`src/rtl/gat_pkg.sv`:
```
// Shared definitions for the GAT BRAM loader.
//   load_state_e : loader FSM state, encoding is visible on state_o
//   ch_w()       : channel-select width for a given channel count
//   len_w()      : per-channel word-count width for a given address width
package gat_pkg;

    typedef enum logic [1:0] {
        StIdle = 2'd0,
        StLoad = 2'd1,
        StDone = 2'd2
    } load_state_e;

    localparam int unsigned StateW = 2;

    // A single channel still needs a 1-bit select so the port stays legal.
    function automatic int unsigned ch_w(input int unsigned num_ch);
        return (num_ch > 1) ? $clog2(num_ch) : 1;
    endfunction

    // One extra bit so a full address space of words can be counted.
    function automatic int unsigned len_w(input int unsigned addr_w);
        return addr_w + 1;
    endfunction

endpackage

```
`src/rtl/gat_bram_loader_if.sv`:
```
// Host-to-BRAM load bus.
//   host_ch/host_din/host_ena/host_wea/host_addra : host byte-addressed write port
//   bram_din/bram_addra/bram_ena/bram_wea         : registered per-channel BRAM write port
// master = host side, slave = loader side.
interface gat_bram_loader_if #(
    parameter int unsigned TOP_WIDTH = 32,
    parameter int unsigned NUM_CH    = 4,
    parameter int unsigned DATA_W    = 19,
    parameter int unsigned ADDR_W    = 18
);

    localparam int unsigned CH_W = gat_pkg::ch_w(NUM_CH);

    logic [CH_W-1:0]      host_ch;
    logic [TOP_WIDTH-1:0] host_din;
    logic                 host_ena;
    logic                 host_wea;
    logic [ADDR_W+1:0]    host_addra;

    logic [DATA_W-1:0]    bram_din;
    logic [ADDR_W-1:0]    bram_addra;
    logic [NUM_CH-1:0]    bram_ena;
    logic [NUM_CH-1:0]    bram_wea;

    modport master (
        output host_ch, host_din, host_ena, host_wea, host_addra,
        input  bram_din, bram_addra, bram_ena, bram_wea
    );

    modport slave (
        input  host_ch, host_din, host_ena, host_wea, host_addra,
        output bram_din, bram_addra, bram_ena, bram_wea
    );

endinterface

```
`src/rtl/gat_load_ch_counter.sv`:
```
// Per-channel word counter for the BRAM loader.
//   start_i   : accepted load_start; clears count/flags and latches cfg_len_i
//   abort_i   : clears count and done, keeps the overflow flag
//   wr_i      : aligned write in LOAD addressed to this channel
//   accept_o  : write is taken (channel not yet full)
//   done_o    : expected word count reached (registered)
//   ovf_o     : sticky, a write arrived after done
module gat_load_ch_counter #(
    parameter int unsigned LEN_W = 19
) (
    input  logic             clk,
    input  logic             rst_n,
    input  logic             start_i,
    input  logic             abort_i,
    input  logic             wr_i,
    input  logic [LEN_W-1:0] cfg_len_i,
    output logic             accept_o,
    output logic             done_o,
    output logic             ovf_o
);

    logic [LEN_W-1:0] cnt_q, cnt_d;
    logic [LEN_W-1:0] len_q, len_d;
    logic             done_q, done_d;
    logic             ovf_q, ovf_d;

    assign accept_o = wr_i & ~done_q;
    assign done_o   = done_q;
    assign ovf_o    = ovf_q;

    always_comb begin
        cnt_d  = cnt_q;
        len_d  = len_q;
        done_d = done_q;
        ovf_d  = ovf_q;
        if (abort_i) begin
            cnt_d  = '0;
            done_d = 1'b0;
        end else if (start_i) begin
            cnt_d  = '0;
            len_d  = cfg_len_i;
            done_d = (cfg_len_i == '0);
            ovf_d  = 1'b0;
        end else begin
            if (accept_o) begin
                cnt_d = cnt_q + LEN_W'(1);
                // Done lands on the same edge as the last strobe.
                if (cnt_d == len_q) begin
                    done_d = 1'b1;
                end
            end
            if (wr_i && done_q) begin
                ovf_d = 1'b1;
            end
        end
    end

    always_ff @(posedge clk or negedge rst_n) begin
        if (!rst_n) begin
            cnt_q  <= '0;
            len_q  <= '0;
            done_q <= 1'b0;
            ovf_q  <= 1'b0;
        end else begin
            cnt_q  <= cnt_d;
            len_q  <= len_d;
            done_q <= done_d;
            ovf_q  <= ovf_d;
        end
    end

endmodule

```
`src/rtl/gat_bram_loader.sv`:
```
// Host-driven loader that scatters words into NUM_CH target BRAMs and tracks
// per-channel completion against programmed lengths.
//   clk, rst_n             : clock, async active-low reset
//   load_start, load_abort : session arm / abandon pulses (abort wins)
//   cfg_len                : per-channel expected word counts, ch0 in the LSBs
//   bus_io (slave)         : host write port in, registered BRAM strobes out
//   load_done, all_done    : per-channel and global completion
//   err_align, err_ovf     : sticky misaligned / overflow errors per channel
//   state_o                : FSM state (IDLE=0, LOAD=1, DONE=2)
module gat_bram_loader
    import gat_pkg::*;
#(
    parameter int unsigned TOP_WIDTH = 32,
    parameter int unsigned NUM_CH    = 4,
    parameter int unsigned DATA_W    = 19,
    parameter int unsigned ADDR_W    = 18
) (
    input  logic                         clk,
    input  logic                         rst_n,
    input  logic                         load_start,
    input  logic                         load_abort,
    input  logic [NUM_CH*(ADDR_W+1)-1:0] cfg_len,
    gat_bram_loader_if.slave             bus_io,
    output logic [NUM_CH-1:0]            load_done,
    output logic                         all_done,
    output logic [NUM_CH-1:0]            err_align,
    output logic [NUM_CH-1:0]            err_ovf,
    output logic [StateW-1:0]            state_o
);

    localparam int unsigned CH_W  = ch_w(NUM_CH);
    localparam int unsigned LEN_W = len_w(ADDR_W);

    load_state_e       state_q, state_d;
    logic [DATA_W-1:0] din_q, din_d;
    logic [ADDR_W-1:0] addr_q, addr_d;
    logic [NUM_CH-1:0] ena_q, ena_d;
    logic [NUM_CH-1:0] err_align_q, err_align_d;

    logic              start_acc;
    logic              wr_req;
    logic              ch_ok;
    logic              aligned;
    logic [NUM_CH-1:0] ch_sel;
    logic [NUM_CH-1:0] ch_wr;
    logic [NUM_CH-1:0] accept;
    logic              unused_din;

    // Only the low DATA_W bits of the host word reach the BRAMs.
    assign unused_din = ^bus_io.host_din;

    // A start in LOAD is ignored; abort always takes priority.
    assign start_acc = load_start & ~load_abort & (state_q != StLoad);
    assign wr_req    = (state_q == StLoad) & bus_io.host_ena & bus_io.host_wea;
    assign ch_ok     = int'(bus_io.host_ch) < int'(NUM_CH);
    assign aligned   = (bus_io.host_addra[1:0] == 2'b00);

    for (genvar g = 0; g < NUM_CH; g++) begin : g_ch
        assign ch_sel[g] = (bus_io.host_ch == CH_W'(g));
        assign ch_wr[g]  = wr_req & ch_ok & aligned & ch_sel[g];

        gat_load_ch_counter #(
            .LEN_W (LEN_W)
        ) u_cnt (
            .clk       (clk),
            .rst_n     (rst_n),
            .start_i   (start_acc),
            .abort_i   (load_abort),
            .wr_i      (ch_wr[g]),
            .cfg_len_i (cfg_len[g*LEN_W +: LEN_W]),
            .accept_o  (accept[g]),
            .done_o    (load_done[g]),
            .ovf_o     (err_ovf[g])
        );
    end

    always_comb begin
        state_d = state_q;
        unique case (state_q)
            StIdle, StDone: begin
                if (start_acc) begin
                    state_d = StLoad;
                end
            end
            StLoad: begin
                if (&load_done) begin
                    state_d = StDone;
                end
            end
            default: state_d = StIdle;
        endcase
        if (load_abort) begin
            state_d = StIdle;
        end
    end

    always_comb begin
        ena_d       = accept;
        din_d       = din_q;
        addr_d      = addr_q;
        err_align_d = err_align_q;
        if (|accept) begin
            din_d  = bus_io.host_din[DATA_W-1:0];
            addr_d = bus_io.host_addra[ADDR_W+1:2];
        end
        if (start_acc) begin
            err_align_d = '0;
        end else if (wr_req && ch_ok && !aligned) begin
            err_align_d = err_align_q | ch_sel;
        end
    end

    always_ff @(posedge clk or negedge rst_n) begin
        if (!rst_n) begin
            state_q     <= StIdle;
            din_q       <= '0;
            addr_q      <= '0;
            ena_q       <= '0;
            err_align_q <= '0;
        end else begin
            state_q     <= state_d;
            din_q       <= din_d;
            addr_q      <= addr_d;
            ena_q       <= ena_d;
            err_align_q <= err_align_d;
        end
    end

    assign bus_io.bram_din   = din_q;
    assign bus_io.bram_addra = addr_q;
    assign bus_io.bram_ena   = ena_q;
    assign bus_io.bram_wea   = ena_q;

    assign err_align = err_align_q;
    assign all_done  = (state_q == StDone);
    assign state_o   = state_q;

endmodule

```
`src/flat_wrapper.sv`:
```
// flat-port wrapper written by rule: the top's interface ports become plain ports
module gat_bram_loader_flat import gat_pkg::*;
#(
    parameter int unsigned TOP_WIDTH = 32,
    parameter int unsigned NUM_CH    = 4,
    parameter int unsigned DATA_W    = 19,
    parameter int unsigned ADDR_W    = 18
)
  (clk, rst_n, load_start, load_abort, cfg_len, load_done, all_done, err_align, err_ovf, state_o, bus_io_host_ch, bus_io_host_din, bus_io_host_ena, bus_io_host_wea, bus_io_host_addra, bus_io_bram_din, bus_io_bram_addra, bus_io_bram_ena, bus_io_bram_wea);
  gat_bram_loader_if #(.TOP_WIDTH(TOP_WIDTH), .NUM_CH(NUM_CH), .DATA_W(DATA_W), .ADDR_W(ADDR_W)) bus_io_i ();
  input  logic clk;
  input  logic rst_n;
  input  logic load_start;
  input  logic load_abort;
  input  logic [NUM_CH*(ADDR_W+1)-1:0] cfg_len;
  output logic [NUM_CH-1:0] load_done;
  output logic all_done;
  output logic [NUM_CH-1:0] err_align;
  output logic [NUM_CH-1:0] err_ovf;
  output logic [StateW-1:0] state_o;
  input wire logic [$bits(bus_io_i.host_ch)-1:0] bus_io_host_ch;
  input wire logic [$bits(bus_io_i.host_din)-1:0] bus_io_host_din;
  input wire logic [$bits(bus_io_i.host_ena)-1:0] bus_io_host_ena;
  input wire logic [$bits(bus_io_i.host_wea)-1:0] bus_io_host_wea;
  input wire logic [$bits(bus_io_i.host_addra)-1:0] bus_io_host_addra;
  output wire logic [$bits(bus_io_i.bram_din)-1:0] bus_io_bram_din;
  output wire logic [$bits(bus_io_i.bram_addra)-1:0] bus_io_bram_addra;
  output wire logic [$bits(bus_io_i.bram_ena)-1:0] bus_io_bram_ena;
  output wire logic [$bits(bus_io_i.bram_wea)-1:0] bus_io_bram_wea;
  assign bus_io_i.host_ch = bus_io_host_ch;
  assign bus_io_i.host_din = bus_io_host_din;
  assign bus_io_i.host_ena = bus_io_host_ena;
  assign bus_io_i.host_wea = bus_io_host_wea;
  assign bus_io_i.host_addra = bus_io_host_addra;
  assign bus_io_bram_din = bus_io_i.bram_din;
  assign bus_io_bram_addra = bus_io_i.bram_addra;
  assign bus_io_bram_ena = bus_io_i.bram_ena;
  assign bus_io_bram_wea = bus_io_i.bram_wea;
  gat_bram_loader #(.TOP_WIDTH(TOP_WIDTH), .NUM_CH(NUM_CH), .DATA_W(DATA_W), .ADDR_W(ADDR_W)) u_core (.clk(clk), .rst_n(rst_n), .load_start(load_start), .load_abort(load_abort), .cfg_len(cfg_len), .bus_io(bus_io_i), .load_done(load_done), .all_done(all_done), .err_align(err_align), .err_ovf(err_ovf), .state_o(state_o));
endmodule
```
`config.mk`:
```
export PLATFORM = sky130hd
export DESIGN_NAME = gat_bram_loader_flat
export DESIGN_NICKNAME = d
export VERILOG_FILES = /design/src/rtl/gat_pkg.sv /design/src/rtl/gat_bram_loader_if.sv /design/src/rtl/gat_load_ch_counter.sv /design/src/rtl/gat_bram_loader.sv /design/src/flat_wrapper.sv
export SDC_FILE = /design/constraint.sdc
export NUM_CORES = 1
export LEC_CHECK = 0
export BUFFER_PORTS_ARGS = -buffer_cell sky130_fd_sc_hd__buf_2
export CAP_MARGIN = 0
export CORE_ASPECT_RATIO = 0.7
export CORE_UTILIZATION = 60
export CTS_BUF_LIST = sky130_fd_sc_hd__clkbuf_16
export CTS_CLUSTER_SIZE = 28
export DETAILED_ROUTE_END_ITERATION = 12
export PLACE_DENSITY = 0.95
export RECOVER_POWER = 100
export SYNTH_ARGS = -nofsm -noshare
export SYNTH_HDL_FRONTEND = slang
export SYNTH_SLANG_ARGS = --single-unit
export TNS_END_PERCENT = 10
```
`constraint.sdc`:
```
create_clock -name clk -period 4.94 [get_ports clk]
set_input_delay 0.247 -clock clk [delete_from_list [all_inputs] [get_ports clk]]
set_output_delay 0.247 -clock clk [all_outputs]
set_load 0.01 [all_outputs]
```
==> out/metrics.cfg <==
[synth]
synth_adder_area_share_pct = 0.457
synth.distinct_cells = 65
mappedNetlistArea_sq_mm = 0.0110
syn_avg_cell_area_sq_um = 10.3
syn_nets = 1205
synth_edf_count = 0
synthArstFlopShare_pct = 100
synth_compound_area_share_pct = 6.35
yosys_warnings = 0
synth_xor_area_share_pct = 13.2
ys_seq_area_share_pct = 47.3
synthFlopType = dfrtp_1
ys_top_cells_by_area = dfrtp_1 (47%), mux2_2 (12%), xnor2_1 (8.7%)
yosysTopAreaCellShare_pct = 47.3
synth-seq-cells = 207
synth-simple-area-share_pct = 17.3
synth_area_leader_cell = dfrtp_1
yosys-top-cells-count = dfrtp_1 (207), mux2_2 (113), xnor2_1 (109), nor2_1 (101), nand2_1 (69)
synth_top_family_by_area = simple AND/OR/NAND/NOR gates
syn_inst = 1065
synth.most_common_cell = dfrtp_1
synthMuxAreaShare_pct = 12.2

[place]
gp_congestion = 0.930
port_buffers = 182
place_hpwl_um = 19100
dpl_cell_area_sq_mm = 0.0119

[die]
design.die.area_sq_mm = 0.0188
core-area_sq_mm = 0.0175
start_util_pct = 62.6
io_pins = 196
core.rowCount = 40
die_h_um = 115
die_x_um = 164

[route]
wl_um = 30400
drtIter0Drc = 1062
ant_nets = 0
drc = 0
via_count = 9354
drtPass1Iterations = 6
viasPerCell = 6.12
wl_per_cell_um = 19.9

[global_route]
grt_max_degree = 113
track_usage_pct = 33.3
grt_pass1_vias = 9465
met1_usage_pct = 42.9
grt-ovfl-total = 0
grt_pass1_wl_um = 49000
antenna_found_initial = 0
grt-busiest-layer = met2
met2_usage_pct = 54.1
grt_util_met3_pct = 7.72

[layout]
final_nets = 1422
final_cell_area_sq_mm = 0.0132
area_delta_synth_final_pct = 20.0
final_layout_size_suffix_gt1_share_pct = 21.3
postLayoutCoreUtil_pct = 75.1

[sta]
max_freq_ghz = 0.253
fin_setup_tns_ps = 0
setup_viol = 0
post-route-period-util_pct = 80.0
rsz0062_at_grt = false
finClkSkew_ps = 17.6
slew_headroom_pct = -83.1
tightest_slew_ps = 2750
whs_ps = -3.49
period_needed_ps = 3950
slew_violations = 180
hold_viol = 3

[worst_setup_path]
critPathLaunch = u_core.state_o[1]
arrival_ps = 4340
end_kind = register
crit_fanout = 37
critical_path_class = reg -> reg
crit_path_start_kind = register
required_ps = 5320
reg2reg_slack_ps = 990
reg2reg_from = u_core.state_o[1]

[clock_network]
insertion_delay_ps = 510
htreeDepth = 1
clk_pin_slew_worst_paths_ps = 80
clock_sinks = 207
ctsResizeCount = 0
cts_tree = yes
cts_setup_buffers = 0
root_buffer = clkbuf_16
clock_path_buffers = 3
numCtsBuffers = 20
ctsHoldBuffers = 67

[pwr]
power_frac_seq_pct = 47.0
swShare_pct = 28.4
power.total_uw = 4460
leakage_uw = 0.00540
power_frac_comb_pct = 17.8
power.density_mw_per_mm2 = 339
ir_worst_vdd_uv = 333
p_sw_uw = 1270
p_int_uw = 3190
clockPowerShare_pct = 35.2

[job]
cap_violations = 3

[min_path]
hp-class = in -> reg
min_from = cfg_len[75]

[status]
status = finished with violations
failed_checks = negative hold slack, max-capacitance violations, max-slew violations

[worst paths after layout]
path,endpoint,cells past startpoint
max in group asynchronous,u_core.g_ch[1].u_cnt.cnt_q[13],3
min,u_core.g_ch[3].u_cnt.len_q[18],2
min reg2reg,u_core.g_ch[3].u_cnt.ovf_o,2
min in group asynchronous,u_core.g_ch[2].u_cnt.len_q[9],2
max,u_core.bus_io.bram_addra[15],6
max reg2reg,u_core.bus_io.bram_addra[15],6
[cell families after synthesis]
logic type	after synthesis
AO/OA/AOI/OAI	121
XOR/XNOR	165
adder cells (fa/ha/maj)	4
buffers and inverters	76
flip-flops	207
multiplexers	119
AND/OR/NAND/NOR	373
[worst max-delay path, stage by stage (launching register included)]
cell and delay (ps):
dfrtp_1 400, and4b_1 390, nand2_1 180, or3_1 660, nand4_1 200, clkbuf_1 1480
mux2_2 500
[per-stage QoR]
step	std cells	setup slack [ps]
6_report	1528	986
5_1_grt	1527	810
4_1_cts	1525	2030
3_5_place_dp	1422	2070
3_3_place_gp	1422	2160
2_1_floorplan	1065	2490
[flip-flops by register name (all words and copies together), names as in the netlist]
signal,flops
u_core.g_ch.u_cnt.cnt_q,76
u_core.g_ch.u_cnt.len_q,76
u_core.g_ch.u_cnt.ovf_o,4
u_core.bus_io.bram_addra,18
u_core.bus_io.bram_ena,4
u_core.state_o,2
u_core.bus_io.bram_din,19
u_core.err_align,4
u_core.g_ch.u_cnt.done_o,4
[area by class of cell]
class                   count  area (sq um)
multi-input cells         782          5420
flip-flops and latches    207          5180
fillers                  1155          4360
repair buffers            256          1560
clock buffers              21           526
well taps                 231           289
clock inverters            15           128
inverters                  15          56.3
diodes                      1          2.50
[power by group through the flow]
stage	clock [uW]	sequential, uW	combinational [uW]
after floorplan	0	2090	445
after global placement	0	2080	709
after detailed placement	0	2100	745
after CTS	1550	2070	794
after global routing	1640	2110	863
final	1570	2090	795
[routing by layer]
layer | part of all wire (%) | wire length, um
met5 | 0 | 0
met4 | 4.5 | 1370
met3 | 8.2 | 2490
met2 | 48 | 14600
met1 | 39 | 12000
[placed cells by master, fill, tap and decap left out, types with 8 or more instances in the layout]
cell | Yosys | final
a21oi_1 | 43 | 43
a31oi_1 | 9 | 9
and3_1 | 13 | 13
buf_2 | 7 | 121
clkbuf_1 | 37 | 61
clkbuf_16 | 0 | 21
dfrtp_1 | 207 | 207
dlygate4sd3_1 | 0 | 69
inv_1 | 13 | 14
mux2_2 | 113 | 107
nand2_1 | 69 | 69
nand2b_1 | 8 | 8
nand3_1 | 51 | 51
nand4_1 | 27 | 27
nor2_1 | 101 | 101
nor3_1 | 15 | 15
nor4_1 | 27 | 27
o21ai_0 | 43 | 43
or3_1 | 19 | 19
xnor2_1 | 109 | 109
xor2_1 | 56 | 56
Note: power is estimated with default switching activity, not from simulation.
